### src/rtl/guitar_io_arbiter.sv
// Shares the regfile write port between the processor and the guitar/frame capture path.
// Debounced button state and frame count are written into idle processor cycles, stalling the processor if starved.
module guitar_io_arbiter #(
    parameter int DEBOUNCE_CYCLES = 250000,
    parameter int INPUT_REG       = 28,
    parameter int FRAME_REG       = 29,
    parameter int MAX_WAIT        = 8
) (
    input  logic        clock,
    input  logic        resetn,
    input  logic [5:0]  guitar_raw,
    input  logic        vsync_n,
    input  logic        proc_we,
    input  logic [4:0]  proc_wreg,
    input  logic [31:0] proc_wdata,
    output logic        rf_we,
    output logic [4:0]  rf_wreg,
    output logic [31:0] rf_wdata,
    output logic        stall_req,
    output logic [5:0]  buttons_db,
    output logic [15:0] frame_count,
    output logic        io_busy
);

    localparam int DB_W = $clog2(DEBOUNCE_CYCLES);
    localparam int WC_W = $clog2(MAX_WAIT + 1);
    localparam logic [DB_W-1:0] DB_LAST = DB_W'(DEBOUNCE_CYCLES - 1);
    localparam logic [WC_W-1:0] WC_MAX  = WC_W'(MAX_WAIT);

    typedef enum logic [1:0] {ST_IDLE, ST_WAIT, ST_STALL} state_t;

    state_t            state_q, state_d;
    logic [WC_W-1:0]   wait_cnt_q, wait_cnt_d, wait_inc;
    logic [5:0]        raw_s1_q, raw_s2_q;
    logic              vs_s1_q, vs_s2_q, vs_hist_q, vs_fall;
    logic [DB_W-1:0]   db_cnt_q [6];
    logic [DB_W-1:0]   db_cnt_d [6];
    logic [5:0]        buttons_db_q, buttons_db_d;
    logic [15:0]       frame_count_q, frame_count_d;
    logic              pend_btn_q, pend_btn_d, pend_frame_q, pend_frame_d;
    logic              in_stall, blocked, grant_io, grant_btn, grant_frame;

    assign vs_fall       = vs_hist_q & ~vs_s2_q;
    assign frame_count_d = vs_fall ? frame_count_q + 16'd1 : frame_count_q;
    assign io_busy       = pend_btn_q | pend_frame_q;
    assign blocked       = io_busy & proc_we;
    assign buttons_db    = buttons_db_q;
    assign frame_count   = frame_count_q;

    // Each bit has its own counter; a level is accepted only after staying different for DEBOUNCE_CYCLES.
    always_comb begin
        buttons_db_d = buttons_db_q;
        for (int i = 0; i < 6; i++) begin
            db_cnt_d[i] = '0;
            if (raw_s2_q[i] != buttons_db_q[i]) begin
                if (db_cnt_q[i] == DB_LAST) begin
                    buttons_db_d[i] = raw_s2_q[i];
                end else begin
                    db_cnt_d[i] = db_cnt_q[i] + DB_W'(1);
                end
            end
        end
    end

    // A set event on the grant edge wins over the clear, so a fresh value is never lost.
    always_comb begin
        pend_btn_d   = (buttons_db_d != buttons_db_q) | (pend_btn_q & ~grant_btn);
        pend_frame_d = vs_fall | (pend_frame_q & ~grant_frame);
    end

    always_ff @(posedge clock or negedge resetn) begin
        if (!resetn) begin
            raw_s1_q      <= '0;
            raw_s2_q      <= '0;
            vs_s1_q       <= 1'b1;
            vs_s2_q       <= 1'b1;
            vs_hist_q     <= 1'b1;
            buttons_db_q  <= '0;
            frame_count_q <= '0;
            pend_btn_q    <= 1'b0;
            pend_frame_q  <= 1'b0;
            for (int i = 0; i < 6; i++) begin
                db_cnt_q[i] <= '0;
            end
        end else begin
            raw_s1_q      <= guitar_raw;
            raw_s2_q      <= raw_s1_q;
            vs_s1_q       <= vsync_n;
            vs_s2_q       <= vs_s1_q;
            vs_hist_q     <= vs_s2_q;
            buttons_db_q  <= buttons_db_d;
            frame_count_q <= frame_count_d;
            pend_btn_q    <= pend_btn_d;
            pend_frame_q  <= pend_frame_d;
            for (int i = 0; i < 6; i++) begin
                db_cnt_q[i] <= db_cnt_d[i];
            end
        end
    end

    always_ff @(posedge clock or negedge resetn) begin
        if (!resetn) begin
            state_q    <= ST_IDLE;
            wait_cnt_q <= '0;
        end else begin
            state_q    <= state_d;
            wait_cnt_q <= wait_cnt_d;
        end
    end

    // The blocked cycle seen in IDLE counts too, so STALL lands on blocked cycle MAX_WAIT+1.
    always_comb begin
        state_d    = state_q;
        wait_cnt_d = wait_cnt_q;
        wait_inc   = wait_cnt_q + WC_W'(1);
        case (state_q)
            ST_IDLE, ST_WAIT: begin
                if (blocked) begin
                    wait_cnt_d = wait_inc;
                    state_d    = (wait_inc >= WC_MAX) ? ST_STALL : ST_WAIT;
                end else begin
                    wait_cnt_d = '0;
                    state_d    = ST_IDLE;
                end
            end
            ST_STALL: begin
                wait_cnt_d = '0;
                state_d    = ST_IDLE;
            end
            default: begin
                wait_cnt_d = '0;
                state_d    = ST_IDLE;
            end
        endcase
    end

    // During STALL the I/O write owns the port and any processor write is dropped.
    always_comb begin
        in_stall    = (state_q == ST_STALL);
        stall_req   = in_stall;
        grant_io    = io_busy & (in_stall | ~proc_we);
        grant_btn   = grant_io & pend_btn_q;
        grant_frame = grant_io & ~pend_btn_q & pend_frame_q;
        rf_we       = resetn & ((proc_we & ~in_stall) | grant_io);
        rf_wreg     = proc_wreg;
        rf_wdata    = proc_wdata;
        if (grant_btn) begin
            rf_wreg  = 5'(INPUT_REG);
            rf_wdata = {26'b0, buttons_db_q};
        end else if (grant_frame) begin
            rf_wreg  = 5'(FRAME_REG);
            rf_wdata = {16'b0, frame_count_q};
        end
    end

endmodule

### config.mk
export PLATFORM = sky130hd
export DESIGN_NAME = guitar_io_arbiter
export DESIGN_NICKNAME = d
export VERILOG_FILES = /design/src/rtl/guitar_io_arbiter.sv
export SDC_FILE = /design/constraint.sdc
export NUM_CORES = 1
export LEC_CHECK = 0
export CAP_MARGIN = 20
export CORE_MARGIN = 4
export CORE_UTILIZATION = 40
export DETAILED_ROUTE_END_ITERATION = 8
export GPL_TIMING_DRIVEN = 0
export PLACE_DENSITY = 0.69
export SETUP_SLACK_MARGIN = 0.02
export SLEW_MARGIN = 20
export SYNTH_ARGS = -nofsm -noshare
export SYNTH_HDL_FRONTEND = slang
export SYNTH_SLANG_ARGS = --single-unit
### constraint.sdc
create_clock -name clock -period 2.3 [get_ports clock]
set_input_delay 0.23 -clock clock [delete_from_list [all_inputs] [get_ports clock]]
set_output_delay 0.23 -clock clock [all_outputs]
set_load 0.02 [all_outputs]
==> impl_results.md <==
* Comb pwr share at 11.6%
* Vias per inst at 4.87
* Worst EP required at 2.07 ns
* Final core occ at 51.6%
* Pwr dens at 707 nW/um^2
* Area Overhead vs Synth at 26.7%
* Maximum buffer depth of the clock tree at 2
* Post-Synth Adder-Cell Area at 1.36%
* Skew-Pair Late Insertion Delay at between 0.4 and 0.5 ns
* Post-synth top area share at 51.1%
* Global-route wire length before repair at 25300 um
* Routed WL at 15300 um
* Grt ovf at 0
* Sw Share at 24.8%
* Final Wtd Congestion at 0.790
* Fmax at between 400 and 500 MHz
* Clk slew on worst S/H paths at 0.06 ns
* Core Area at 18000 um^2
* Starting Density at 40.7%
* Worst Setup Path Type: flop to output pin
* Number of max-cap violations at 0
* Largest family of logic cells by synthesized area: simple AND/OR/NAND/NOR gates
* Initial antenna violation count at 0
* Cell Area, Synth at 7340 um^2
* Die area at around 20000 um^2
* DP Wirelength at 10800 um
* TritonRoute pass-1 iters at 4
* Fin. Hold Viols at 85
* Site row count at between 40 and 50
* Simple-Gate Fraction of Synth Area at 27.0%
* Total GRT Usage at 15.4%
* Setup tns final at 0 ns
* Gr busiest metal: met2
* Sequential cell fraction of total power at 44.3%
* Share of layout cells above drive strength 1 at 11.1%
* Port bufs at 108
* Seq/Total Area, Yosys at 52.2%
* CP delay by family, top: buffers and inverters
* Post-route ant nets at 0
* Outcome: finished with violations
* Vias at 5368
* Placed Area at 8740 um^2
* Die width at between 100 and 150 um
* Pin count of the biggest net entering global routing at 90
* Antenna fix cells at 0
* Failing checks: negative hold slack
* Met3 Track Usage GR at 4.46%
* Sink Count at approximately 150
* Critical Path Sink Type: output pin
* CTS H-Tree Depth at 4
* Net switching power at 0.00163 W
* Post-synthesis compound-gate area fraction at less than 1%
* Crit-path max FO at 10
* Most instantiated cells after synthesis: dfrtp_1 (150), nor2_1 (139), nand2_1 (67)
* HP Class: primary input to async pin
* CP max stage delay at 0.39 ns
* Post-synthesis mux area share at 1.89%
* Xor-xnor portion of the synthesized cell area at approximately 14%
* CTS tree: yes
* Syn avg cell area at between 10 and 15 um^2
* P_leak at 4.09 nW
* Top cells by area, synth: dfrtp_1 (51%), xnor2_1 (7.5%), nor2_1 (7.1%)
* Clock Skew at 0.00943 ns
* 1st-iter DRT viols at 236
* Max-slew violation count at 0
* Root buf cell: clkbuf_16
* DRC viols at 0
* Hold_ws at -0.291 ns
* Leading area contributor after synthesis: dfrtp_1
* Top FF cell, synth: dfrtp_1
* Syn Nets at between 700 and 800
* WP data arrival at 1.94 ns
* Critical Path Source Type: flop
* Final instance area at 9300 um^2
* Int Power at 0.00495 W
* RSZ-0062 raised after global routing: true
* Tcrit/Tclk final at 94.2%
* Ys Warns at 0
* Slowest-stage cell, CP: dfrtp_1
* Worst Max-Slew Pin Slew at 0.504 ns
* Critical path buffer and inverter count at 3
* Post-synth EDFFs at 0
* Routed len/inst at 13.8 um
* Final setup viols at 0
* Mapped Cells at 734
* Vias in the first global route at slightly above 5k
* Ys async rst share at 100%
* Synth unique cells at 40
* Top-count cell post-synth: dfrtp_1
* Worst setup margin at 0.132 ns
* Post-layout net count at 917
* Max rail drop VDD at 0.530 mV
* Final Critical Period at 2.17 ns
* Placement Setup Slack at -0.503 ns
* Cell Chain, Critical Path: nor2_2, inv_1, nand2_4, clkbuf_8, nand2_1, o21ai_0, clkdlybuf4s15_1
* Met2 GRT Util at 24.7%
* #FFs+latches synth at 153
* Met1 usage at 19.9%
* Ports at about 110
* Postcts setup bufs at 0
* Clock network fraction of total power at 44.1%
* Rel. slew slack at 66.4%
* Die Y at 144 um
* Inserted Clock Buffers at 17
[what timing repair did]
action / 4_1_cts / 5_1_grt
endpoints found under the hold margin: 85 / 85
endpoints found under the setup margin: 34 / 35
resized for setup: 48 / 63
cloned: 0 / 0
[layout by cell type, fill, tap and decap left out, types with 18 or more instances in the layout]
| master | synthesis | layout |
|---|---|---|
| nand4_1 | 21 | 21 |
| and2_1 | 21 | 21 |
| clkbuf_2 | 0 | 25 |
| xor2_1 | 56 | 56 |
| xnor2_1 | 63 | 63 |
| and4_1 | 18 | 18 |
| nand3_1 | 44 | 44 |
| clkdlybuf4s50_1 | 0 | 73 |
| nor2_1 | 139 | 137 |
| nand2_1 | 67 | 66 |
| dfrtp_1 | 150 | 150 |
[cells by family (layout without fill, tap and decap cells)]
| group | after synthesis | after routing |
|---|---|---|
| AO/OA/AOI/OAI | 11 | 11 |
| XOR/XNOR | 119 | 119 |
| adder cells (fa/ha/maj) | 8 | 8 |
| buffers and inverters | 36 | 176 |
| flip-flops | 153 | 153 |
| multiplexers | 13 | 13 |
| AND/OR/NAND/NOR | 394 | 394 |
[power by group through the flow]
stage          sequential [W]  clock [W]  combinational [W]
3_5_place_dp          0.00296          0           0.000809
6_report              0.00292    0.00290           0.000761
3_3_place_gp          0.00296          0           0.000794
4_1_cts               0.00292    0.00298           0.000784
2_1_floorplan         0.00298          0           0.000317
5_1_grt               0.00293    0.00310           0.000839
[routing by layer]
| metal | wire (um) | vias to the layer above | part of all wire, % |
|---|---|---|---|
| li1 | - | 2703 | - |
| met1 | 7020 | 2544 | 46 |
| met2 | 7140 | 106 | 47 |
| met3 | 914 | 15 | 6.0 |
| met4 | 200 | 0 | 1.3 |
| met5 | 0 | - | 0 |
[metrics by stage]
stage,instances,total power (W)
final,1103,0.00658
after global routing,1103,0.00687
after CTS,1103,0.00668
after detailed placement,1072,0.00377
after global placement,1071,0.00376
after floorplan,734,0.00330
[sequential cells by signal (all words and copies together), names as in the netlist, 2 cells and up]
name	cells
db_cnt_q	108
frame_count	16
buttons_db	6
raw_s1_q	6
raw_s2_q	6
wait_cnt_q	4
state_q	2
[worst reg2reg max path: cells and delay by family (launching register included)]
kind / cells / cell delay [ns]
adders and majority gates: 1 / 0.20
buffers and inverters: 2 / 0.42
DFF: 1 / 0.38
and+or+nand+nor: 5 / 0.82
[final timing paths]
check,from,to,slack (ns),depth (start not counted)
setup / recovery,pend_frame_q,rf_wdata[4],0.13,7
hold / removal,resetn,wait_cnt_q[0],-0.29,1
setup reg to reg,db_cnt_q[90],db_cnt_q[105],0.37,8
hold reg to reg,raw_s1_q[1],raw_s2_q[1],0.34,0
max in group asynchronous,resetn,db_cnt_q[16],1.91,2
min in group clock,vsync_n,vs_s1_q,0.22,1
[layout make-up]
type                            count  area [um^2]
Sequential cell                   153         3830
Timing Repair Buffer              109         1010
Inverter                           16         60.1
Clock buffer                       21          480
Clock inverter                     10          141
Fill cell                        1629         8720
Tap cell                          229          287
Multi-Input combinational cell    545         3350
Buffer                             20          145
No activity file was read; power rests on OpenSTA's default activity.
